[config.mk]
export PLATFORM = sky130hd
export DESIGN_NAME = pulse_dispatcher
export DESIGN_NICKNAME = d
export VERILOG_FILES = /design/src/rtl/pulse_dispatcher.sv
export SDC_FILE = /design/constraint.sdc
export NUM_CORES = 1
export LEC_CHECK = 0
export CAP_MARGIN = 25
export CORE_UTILIZATION = 35
export CTS_CLUSTER_DIAMETER = 200
export DETAILED_ROUTE_END_ITERATION = 10
export HOLD_SLACK_MARGIN = 0.06
export SYNTH_ARGS = -nofsm -noshare
export SYNTH_HDL_FRONTEND = slang
export SYNTH_SLANG_ARGS = --single-unit
[constraint.sdc]
create_clock -name clk -period 5.4 [get_ports clk]
set_input_delay 0.81 -clock clk [delete_from_list [all_inputs] [get_ports clk]]
set_output_delay 0.81 -clock clk [all_outputs]
set_load 0.01 [all_outputs]
[src/rtl/pulse_dispatcher.sv]
// rtl/pulse_dispatcher.sv - pops pulse descriptors, waits for their start time, streams per-sample beats
//
// Ports:
//   clk, rst                     clock, asynchronous active-high reset
//   rd_empty, rd_en, rd_*        pulse register read port (first-word-fall-through head entry)
//   counter                      shared free-running timeline counter
//   abort                        synchronous flush of the in-flight pulse
//   m_valid/m_ready              sample beat handshake towards the CORDIC/DAC path
//   m_phase/m_amp/m_env_addr     beat payload
//   m_last                       final beat of the current pulse
//   busy, late, pulse_count      status: not idle, sticky late-start flag, completed pulses

module pulse_dispatcher #(
  parameter int FREQ_W     = 32,
  parameter int PHASE_W    = 16,
  parameter int AMP_W      = 16,
  parameter int TSTART_W   = 32,
  parameter int TLEN_W     = 16,
  parameter int ENV_ADDR_W = 10
) (
  input  logic                  clk,
  input  logic                  rst,
  input  logic                  rd_empty,
  output logic                  rd_en,
  input  logic [FREQ_W-1:0]     rd_freq,
  input  logic [PHASE_W-1:0]    rd_phase,
  input  logic [AMP_W-1:0]      rd_amp,
  input  logic [TSTART_W-1:0]   rd_tstart,
  input  logic [TLEN_W-1:0]     rd_tlen,
  input  logic [ENV_ADDR_W-1:0] rd_env_addr,
  input  logic [TSTART_W-1:0]   counter,
  input  logic                  abort,
  output logic                  m_valid,
  input  logic                  m_ready,
  output logic [PHASE_W-1:0]    m_phase,
  output logic [AMP_W-1:0]      m_amp,
  output logic [ENV_ADDR_W-1:0] m_env_addr,
  output logic                  m_last,
  output logic                  busy,
  output logic                  late,
  output logic [15:0]           pulse_count
);

  typedef enum logic [1:0] {IDLE, WAIT, PLAY} state_t;

  state_t                state_q, state_d;
  logic [FREQ_W-1:0]     freq_q, freq_d;
  logic [FREQ_W-1:0]     acc_q, acc_d;
  logic [AMP_W-1:0]      amp_q, amp_d;
  logic [TSTART_W-1:0]   tstart_q, tstart_d;
  logic [TLEN_W-1:0]     tlen_q, tlen_d;
  logic [TLEN_W-1:0]     n_q, n_d;
  logic [ENV_ADDR_W-1:0] env_q, env_d;
  logic                  late_q, late_d;
  logic [15:0]           pulse_count_q, pulse_count_d;

  logic [TSTART_W-1:0]   diff;
  logic                  pop;
  logic                  last_beat;
  logic                  handshake;

  // Modular distance to the start time: MSB set means the start time is already behind us.
  assign diff      = tstart_q - counter;
  assign last_beat = (state_q == PLAY) && (n_q == tlen_q - 1'b1);
  assign handshake = (state_q == PLAY) && m_ready;
  // abort outranks the pop; rst gating keeps the strobe quiet while the flops are held in reset.
  assign pop       = (state_q == IDLE) && !rd_empty && !abort;
  assign rd_en     = pop && !rst;

  assign m_valid     = (state_q == PLAY);
  assign m_last      = last_beat;
  assign m_phase     = acc_q[FREQ_W-1 -: PHASE_W];
  assign m_amp       = amp_q;
  assign m_env_addr  = env_q;
  assign busy        = (state_q != IDLE);
  assign late        = late_q;
  assign pulse_count = pulse_count_q;

  always_comb begin
    state_d       = state_q;
    freq_d        = freq_q;
    acc_d         = acc_q;
    amp_d         = amp_q;
    tstart_d      = tstart_q;
    tlen_d        = tlen_q;
    n_d           = n_q;
    env_d         = env_q;
    late_d        = late_q;
    pulse_count_d = pulse_count_q;

    case (state_q)
      IDLE: begin
        if (pop) begin
          // The phase accumulator and envelope pointer are primed at pop time and
          // simply held through WAIT, so PLAY entry needs no extra load cycle.
          freq_d   = rd_freq;
          acc_d    = FREQ_W'(rd_phase) << (FREQ_W - PHASE_W);
          amp_d    = rd_amp;
          tstart_d = rd_tstart;
          tlen_d   = rd_tlen;
          n_d      = '0;
          env_d    = rd_env_addr;
          state_d  = WAIT;
        end
      end
      WAIT: begin
        if (tlen_q == '0) begin
          state_d = IDLE;
        end else if (diff == '0) begin
          state_d = PLAY;
        end else if (diff[TSTART_W-1]) begin
          late_d  = 1'b1;
          state_d = PLAY;
        end
      end
      PLAY: begin
        if (handshake) begin
          acc_d = acc_q + freq_q;
          env_d = env_q + 1'b1;
          n_d   = n_q + 1'b1;
          if (last_beat) begin
            state_d       = IDLE;
            pulse_count_d = pulse_count_q + 16'd1;
          end
        end
      end
      default: state_d = IDLE;
    endcase

    if (abort) begin
      state_d       = IDLE;
      late_d        = 1'b0;
      pulse_count_d = pulse_count_q;
    end
  end

  always_ff @(posedge clk or posedge rst) begin
    if (rst) begin
      state_q       <= IDLE;
      freq_q        <= '0;
      acc_q         <= '0;
      amp_q         <= '0;
      tstart_q      <= '0;
      tlen_q        <= '0;
      n_q           <= '0;
      env_q         <= '0;
      late_q        <= 1'b0;
      pulse_count_q <= '0;
    end else begin
      state_q       <= state_d;
      freq_q        <= freq_d;
      acc_q         <= acc_d;
      amp_q         <= amp_d;
      tstart_q      <= tstart_d;
      tlen_q        <= tlen_d;
      n_q           <= n_d;
      env_q         <= env_d;
      late_q        <= late_d;
      pulse_count_q <= pulse_count_d;
    end
  end

endmodule

==> results of run 1 <==
==> layer usage <==
layer  share of wire, %  wire (um)  GRT usage [%]
met5              0.048         16              0
met4                1.3        429          5.167
met3                4.7       1572          4.110
met2                 46      15330          33.25
met1                 48      15890          27.98
==> placed cells by master, fill, tap and decap left out, types with 6 or more instances in the layout <==
master and count:
sky130_fd_sc_hd__mux2i_1 6, sky130_fd_sc_hd__nor2_1 77, sky130_fd_sc_hd__and2_1 9, sky130_fd_sc_hd__dfrtp_1 173, sky130_fd_sc_hd__clkdlybuf4s50_1 221, sky130_fd_sc_hd__nand3_1 32, sky130_fd_sc_hd__a21o_1 26, sky130_fd_sc_hd__a31oi_1 16
sky130_fd_sc_hd__inv_1 62, sky130_fd_sc_hd__a22oi_1 11, sky130_fd_sc_hd__nand2_1 384, sky130_fd_sc_hd__nand4_1 24, sky130_fd_sc_hd__xor2_1 30, sky130_fd_sc_hd__or3_1 12, sky130_fd_sc_hd__xnor2_1 47, sky130_fd_sc_hd__o211ai_1 9
sky130_fd_sc_hd__nor2b_1 8, sky130_fd_sc_hd__o21ai_0 85, sky130_fd_sc_hd__a211oi_1 12, sky130_fd_sc_hd__nand2b_1 12, sky130_fd_sc_hd__a22o_1 6, sky130_fd_sc_hd__nor3_1 20, sky130_fd_sc_hd__a21oi_1 73, sky130_fd_sc_hd__a32oi_1 6
sky130_fd_sc_hd__nor4_1 6, sky130_fd_sc_hd__o31ai_1 6, sky130_fd_sc_hd__o21a_1 8, sky130_fd_sc_hd__clkbuf_16 17, sky130_fd_sc_hd__and3_1 15, sky130_fd_sc_hd__o21bai_1 8, sky130_fd_sc_hd__buf_4 6, sky130_fd_sc_hd__ha_1 66
==> cell usage after synthesis, types with 15 or more instances <==
| cell | n | area share [%] |
|---|---|---|
| sky130_fd_sc_hd__a21oi_1 | 73 | 3.2 |
| sky130_fd_sc_hd__xnor2_1 | 47 | 3.6 |
| sky130_fd_sc_hd__buf_4 | 18 | 1.2 |
| sky130_fd_sc_hd__nor3_1 | 20 | 0.87 |
| sky130_fd_sc_hd__nand3_1 | 32 | 1.4 |
| sky130_fd_sc_hd__ha_1 | 66 | 7.2 |
| sky130_fd_sc_hd__xor2_1 | 30 | 2.3 |
| sky130_fd_sc_hd__clkbuf_1 | 57 | 1.9 |
| sky130_fd_sc_hd__nor2_1 | 78 | 2.6 |
| sky130_fd_sc_hd__and3_1 | 15 | 0.82 |
| sky130_fd_sc_hd__nand4_1 | 24 | 1.3 |
| sky130_fd_sc_hd__nand2_1 | 385 | 13 |
| sky130_fd_sc_hd__dfrtp_1 | 173 | 38 |
| sky130_fd_sc_hd__inv_1 | 63 | 2.1 |
| sky130_fd_sc_hd__a31oi_1 | 16 | 0.87 |
| sky130_fd_sc_hd__a21o_1 | 26 | 1.7 |
| sky130_fd_sc_hd__o21ai_0 | 85 | 3.7 |
==> kinds of logic after synthesis <==
logic type	after synthesis	share of synthesized area, %
simple gates	633	24.72
compound gates	317	17.94
flops	173	37.79
buf+inv	140	5.188
xor+xnor	77	5.887
fa+ha+maj	68	7.559
mux	10	0.9175
==> metrics by stage <==
stage	total power [uW]	cell area (sq um)	utilization [%]
detailed placement	6485	13960	43.80
floorplan	5206	11460	-
global route	8410	14540	45.60
finish	7737	14540	45.60
global placement	6445	13940	43.74
CTS	7781	14540	45.60
==> final timing paths <==
check                              endpoint  slack, ns        start
worst min-delay path              m_amp[13]       0.48    m_amp[13]
max in group asynchronous          acc_q[8]       3.44          rst
worst max-delay path                 m_last       0.66    tlen_q[5]
worst min register to register    m_amp[13]       0.48    m_amp[13]
min in group asynchronous       tstart_q[4]       0.81          rst
worst max register to register   state_q[0]       1.72  tstart_q[0]
==> cell type report <==
class | instances | area share [%]
multi-input cells | 1105 | 45.08
clock inverters | 14 | 0.9898
well taps | 435 | 3.744
clock buffers | 18 | 2.952
repair buffers | 229 | 15.80
flip-flops and latches | 173 | 29.78
inverters | 63 | 1.653
==> registers in the layout (all words and copies together), names as in the netlist <==
name and cells:
pulse_count 16, late 1, freq_q 32, m_env_addr 10, acc_q 32, tlen_q 16, m_amp 16, state_q 2
tstart_q 32, n_q 16
==> critical path, stage by stage (launching register included) <==
cell                              delay, ns
sky130_fd_sc_hd__dfrtp_1               0.48
sky130_fd_sc_hd__nor3_2                0.35
sky130_fd_sc_hd__nand3b_1              0.29
sky130_fd_sc_hd__or4_1                 0.61
sky130_fd_sc_hd__xnor2_1               0.17
sky130_fd_sc_hd__or4_4                 0.43
sky130_fd_sc_hd__nor4b_4               0.49
sky130_fd_sc_hd__clkdlybuf4s50_1       0.65
==> report_power, final <==
group | total, uW | internal [uW] | switching [uW]
logic | 4260 | 1850 | 2410
registers | 2240 | 1800 | 432
clock network | 1240 | 681 | 561
==> flow_results.org, run 1 <==
** Outcome
- Status :: complete, no violations

** Timing
- Share of the clock period used by the worst path :: 87.86%
- Final min period :: around 4.7 ns
- After layout, the worst setup slack is 0.6558 ns.
- Total negative setup slack :: 0 ns
- Final slew viol count :: 0
- On the final layout, the worst clock skew is between 0.01 and 0.015 ns.
- Setup repair after global routing left no endpoint under its margin.
- Worst-Margin Slew :: about 0.87 ns
- Hold timing on the final database bottoms out at a slack of 0.4757 ns.
- In this run the tightest slew margin relative to its limit is around two fifths.
- The count of final hold-check violations was 0.
- Final setup vio count :: 0
- For this run, the top clock speed supported by timing is between 200 and 250 MHz.

** Clock tree
- Hold bufs inserted after CTS :: 0
- Clock H-tree levels :: 4
- Clock tree synthesis inserted a total of 17 buffers.
- After clock tree synthesis, the clock-pin slew on the worst setup and hold paths is approximately 0.07 ns.
- Insertion delay to the later sink of the worst-skew pair :: roughly 0.45 ns
- Number of clock sinks :: about 170
- Gates resized during post-CTS repair numbered 0.
- TritonCTS built the clock tree.
- The tree is rooted in a sky130_fd_sc_hd__clkbuf_16.
- The number of setup buffers added after CTS is 0.
- Number of buffers on the longest clock path :: 2

** Final layout
- Relative to the synthesized area, the layout overhead comes to 26.90%.
- Net count, final :: 1816
- Antenna Diode Count :: 0
- FF+latch area :: approximately 4300 sq um
- The count of cells in the finished layout, fillers not included, comes to approximately 2000.
- Filler Cell Count :: 3236
- Summing all multi-input logic gate instances after layout gives between 6000 and 7000 sq um.
- Cells with a size suffix above 1 make up under 10% of the layout.

** Die
- Core area :: ~32000 sq um
- For this configuration, the core starts out at a cell density of between 30% and 40%.
- around 220 I/O pins were placed.
- In this run the core area contains 65 standard-cell rows.
- Die Y :: between 150 and 200 um
- Die boundary width :: between 150 and 200 um
- The die covers ~33000 sq um.

** Routing
- Final WL :: between 30 and 40 mm
- After detailed routing, the average wire length per cell comes to around 16 um.
- First-pass detailed-route iteration total :: 5
- Overall via count from detail_route :: ~11000
- Post-route ant nets :: 0
- For this block, the initial DRC count from the detailed router was approximately 680.
- Number of vias per cell after detailed routing :: approximately 5.2
- DRC :: 0

** Setup path
- WS Path Type :: reg2out
- STA puts the critical path data arrival time at 3.93 ns.
- The worst setup path is captured at an output port.
- STA puts the critical path data required time at 4.59 ns.
- STA classifies the critical path startpoint as a flip-flop.
- The worst register-to-register path has a depth of 11.
- In this run the worst path has a maximum fanout of 8.

** Placement
- Number of I/O port buffers :: around 220
- Counting tap cells, the placed design contains a total of about 2000 instances.
- Hpwl dp :: approximately 25 mm
- At the end of routability-driven placement, the weighted congestion stood at a little over 0.9.
- Placement-stage worst setup slack :: ~0.93 ns

** Logic synthesis
- Post-synthesis average cell area :: ~8.1 sq um
- Count of mapped cells out of synthesis :: 1418
- Post-synthesis sequential area ratio :: approximately 38%
- Number of synthesized flops with an enable pin :: 0
- Number of register bits inferred by synthesis :: 173
- Netlist area before placement :: ~11000 sq um
- For this run, asynchronously set or reset flops after synthesis account for 100.0%.
- In this run, distinct cell masters in the synthesized netlist total 77.
- Syn Nets :: about 1600
- The most used flip-flop cell after synthesis is sky130_fd_sc_hd__dfrtp_1.
- For this run, the number of Yosys warnings is 0.

** Global route
- The number of global-route vias before repair is roughly 10000.
- Entering global routing, the biggest net connects 140 pins.
- The first global-routing pass estimated between 50 and 60 mm of wire.
- Initial antenna violation count :: 1
- Leftover overflow at the end of global routing :: 0
- Across every metal layer, demand over resource in global routing totals between 20% and 30%.

** Hold path
- The worst hold path was traced through 2 stages.
- In this run the worst hold path is classified as reg2reg.

** Pwr
- P_leak :: about 0.0067 uW
- VDD sags by at most 0.0002417 V.
- Power density over cell area :: 532.2 nW/um^2

** Job
- The tool flagged a number of max-cap violations equal to 0.
Power figures use the tool's default switching activity.
==> inputs of run 2 (changes only) <==
- PLACE_DENSITY_LB_ADDON: default -> 0.08
- SKIP_LAST_GASP: default -> 1
==> flow_results.org, run 2 (synthesis gave the netlist of run 1 again) <==
** Final layout
- The share of cells above drive strength 1 came to 4.177% (+0.057 points).
- Filler Cell Count :: 3183 (-1.6%)
- The final net count is 1818 (+0.11%).
- Leading cell types in the layout, fill and taps excluded :: 384 x sky130_fd_sc_hd__nand2_1, 221 x sky130_fd_sc_hd__clkdlybuf4s50_1, 173 x sky130_fd_sc_hd__dfrtp_1, 85 x sky130_fd_sc_hd__o21ai_0, 77 x sky130_fd_sc_hd__nor2_1
- Most common cell after layout, fill and taps aside :: sky130_fd_sc_hd__nand2_1
- The largest registers in the layout are acc_q x32, freq_q x32, tstart_q x32.
- FF+latch area :: 4329 sq um (unchanged)
- Layout area overhead :: 26.99% (about the same)
- Area of the multi-input gates :: 6553 sq um (unchanged)

** Routing
- The DRC marker count from the first detailed-route iteration came to 585 (-14%).
- DRC :: 0 (unchanged)
- First-pass detailed-route iteration total :: 5 (unchanged)
- The post-detailed-route count of antenna-violating nets is 0 (unchanged).
- Number of vias per cell after detailed routing :: 5.189 (-0.48%)
- The post-detailed-routing wire length was 34.57 mm (+4.0%).
- The average detailed-routed wire length per instance is 16.94 um (+3.8%).
- The count of vias placed by the detailed router is 10590 (-0.33%).

** Clock tree
- CTS resizes :: 0 (unchanged)
- The worst-skew pair later-pin latency is 0.45 ns (about the same).
- The clock-pin slew on the worst setup and hold paths came to 0.07 ns (about the same).
- Number of buffers created by CTS :: 17 (unchanged)
- Clock Tree Root :: sky130_fd_sc_hd__clkbuf_16
- The post-CTS setup buffer count was 0 (unchanged).
- Number of clock sinks :: 173 (unchanged)
- TritonCTS built the clock tree.
- Clock H-tree levels :: 4 (unchanged)
- The maximum count of clock buffers along a single path was 2 (unchanged).
- Hold bufs inserted after CTS :: 0 (unchanged)

** Placement
- The number of buffers added on ports came to 221 (unchanged).
- Hpwl dp :: 25.35 mm (+3.1%)
- Weighted congestion reported at the end of routability-driven placement :: 0.9734 (+7.5%)

** Timing
- Setup repair after global routing left no endpoint under its margin.
- The setup skew after layout was 0.01570 ns (+0.003201 ns).
- The total setup violations reported at the end of the flow came to 0 (unchanged).
- The setup TNS came to 0 ns (unchanged).
- Share of the clock period used by the worst path :: 86.00% (-1.9 points)
- Highest clock frequency the design can meet :: 215.3 MHz (+2.2%)
- Final hold violation count :: 0 (unchanged)
- Final min period :: 4.644 ns (-0.1005 ns)
- Headroom to the max-slew limit :: 46.37% (+5.0 points)
- Worst-Margin Slew :: 0.8025 ns (-0.07037 ns)
- Final slew viol count :: 0 (unchanged)

** Die
- The boundary pin count was 222 (unchanged).
- The effective utilization at floorplan is 35.93% (unchanged).
- The die boundary height came to 182.9 um (unchanged).
- The number of standard-cell rows in the floorplan came to 65 (unchanged).
- The horizontal die dimension was 182.9 um (unchanged).
- The area of the core region came to 31880 sq um (unchanged).
- Total Die Area :: 33460 sq um (unchanged)

** Hold path
- The min-delay analysis places its worst path in the category reg2reg.
- Cell depth of the worst min-delay path :: 1 (-1)

** Setup path
- Data arrival at the endpoint of the critical path :: 3.83 ns (-0.10 ns)
- Worst path slowest cell :: sky130_fd_sc_hd__or4_1
- Required time at the worst-slack endpoint :: 4.59 ns (about the same)
- Buffering stage count on the worst path with inverters included :: 2 (+1)
- STA classifies the critical path startpoint as a flip-flop.
- Maximum net fanout on the critical path :: 8 (unchanged)
- The setup path with the least slack is of type reg2out.
- List of cells traversed by the critical path :: nor3_2, nand3b_1, or4_1, xnor2_1, or4_4, nor4b_4, buf_4, clkdlybuf4s50_1
- The number of stages on the worst setup path came to 8 (+1).
- Kind of capture point of the worst setup path :: output port
- The delay of the slowest cell on the worst path is 0.61 ns (-0.04 ns).
- In this design, the largest share of critical-path delay is due to simple AND/OR/NAND/NOR gates.
- The worst-case reg-to-reg path depth is 10 (-1).

** Global route
- The number of global-route vias before repair is 10480 (+0.29%).
- Leftover overflow at the end of global routing :: 0 (unchanged)
- After global routing, the most crowded layer is met2.
- The met3 track utilization from global routing came to 4.289% (+0.18 points).
- The overall fraction of global-route tracks in use was 21.20% (+0.68 points).
- Fraction of met2 tracks used by global routing :: 35.21% (+2.0 points)
- Largest net degree at the start of global routing :: 122 (-13%)
- The met1 usage in global routing is 28.05% (+0.074 points).
- First-pass GRT wire length :: 56.27 mm (+2.4%)
- Initial antenna violation count :: 1 (unchanged)

** Pwr
- Peak supply drop :: 0.0002365 V (-2.2%)
- P_leak :: 0.006706 uW (about the same)
- The sum of internal, switching and leakage power is 7782 uW (+0.58%).
- The power per cell area came to 535.0 nW/um^2 (+0.51%).

** Job
- Maxcap violations :: 0 (unchanged)

** Outcome
- The flow ran to the end, and the final reports show no timing, DRC or antenna violations.
[run 2: cell count changes in the layout (fill, tap and decap cells not counted)]
| cell | delta |
|---|---|
| sky130_fd_sc_hd__clkinv_4 | -2 |
| sky130_fd_sc_hd__clkbuf_8 | +3 |
| sky130_fd_sc_hd__inv_8 | +1 |
| sky130_fd_sc_hd__bufinv_16 | -1 |
| sky130_fd_sc_hd__clkbuf_1 | +1 |
| sky130_fd_sc_hd__clkinvlp_4 | +1 |
| sky130_fd_sc_hd__buf_4 | +3 |
| sky130_fd_sc_hd__diode_2 | +1 |
| sky130_fd_sc_hd__inv_6 | +1 |
| sky130_fd_sc_hd__clkinv_2 | -4 |
| sky130_fd_sc_hd__buf_12 | -1 |
[run 2: cell type report]
| class | count | area share [%] |
|---|---|---|
| Sequential cell | 173 | 29.76 |
| Timing Repair Buffer | 231 | 15.81 |
| Clock inverter | 10 | 0.7139 |
| Multi-Input combinational cell | 1105 | 45.05 |
| Inverter | 63 | 1.651 |
| Tap cell | 435 | 3.742 |
| Clock buffer | 22 | 3.260 |
| Antenna cell | 1 | 0.01720 |
[run 2: through the flow]
| stage | setup WS (ns) | area, sq um | hold slack [ns] | cells | util, % |
|---|---|---|---|---|---|
| 4_1_cts | 0.7706 | 14540 | 0.4757 | 2039 | 45.62 |
| 2_1_floorplan | 1.915 | 11460 | 0.4497 | 1418 | - |
| 3_3_place_gp | 0.9755 | 13970 | 0.4583 | 2007 | 43.81 |
| 6_report | 0.7563 | 14550 | 0.4663 | 2040 | 45.63 |
| 3_5_place_dp | 0.9286 | 13970 | 0.4611 | 2007 | 43.81 |
| 5_1_grt | 0.6121 | 14540 | 0.4992 | 2039 | 45.62 |
[run 2: path summary, 6_finish.rpt]
path	start	to	slack, ns
max reg2reg	tlen_q[5]	pulse_count[12]	1.80
min in group asynchronous	rst	tlen_q[3]	0.90
max	tlen_q[5]	m_last	0.76
max in group asynchronous	rst	acc_q[4]	3.90
min reg2reg	pulse_count[15]	pulse_count[15]	0.47
min	pulse_count[15]	pulse_count[15]	0.47
[run 2: power by group]
part           total [uW]  switching [uW]  internal (uW)  leakage [uW]
clock                1270             587            681      0.000276
combinational        4280            2430           1850       0.00421
sequential           2230             432           1800       0.00222
[run 2: worst reg2reg max path, stage by stage (launching register included)]
cell	delay, ns
sky130_fd_sc_hd__dfrtp_1	0.48
sky130_fd_sc_hd__nor3_2	0.35
sky130_fd_sc_hd__nand3b_1	0.30
sky130_fd_sc_hd__or4_1	0.61
sky130_fd_sc_hd__xnor2_1	0.17
sky130_fd_sc_hd__or4_4	0.43
sky130_fd_sc_hd__nor4b_4	0.27
sky130_fd_sc_hd__buf_4	0.20
sky130_fd_sc_hd__and4_1	0.36
sky130_fd_sc_hd__nand4_1	0.16
sky130_fd_sc_hd__xnor2_1	0.15
[run 2: per-layer routing]
metal / up-vias / routed length [um]
met4: 0 / 420
met3: 32 / 1654
met1: 5062 / 16280
met5: - / 0
met2: 237 / 16210
li1: 5254 / -
==> inputs of run 3 (changes only) <==
- PLACE_DENSITY_LB_ADDON: 0.08 -> default
==> results of run 3 <==
Same layout as run 1: the final DEF is identical, and so are final timing and power.
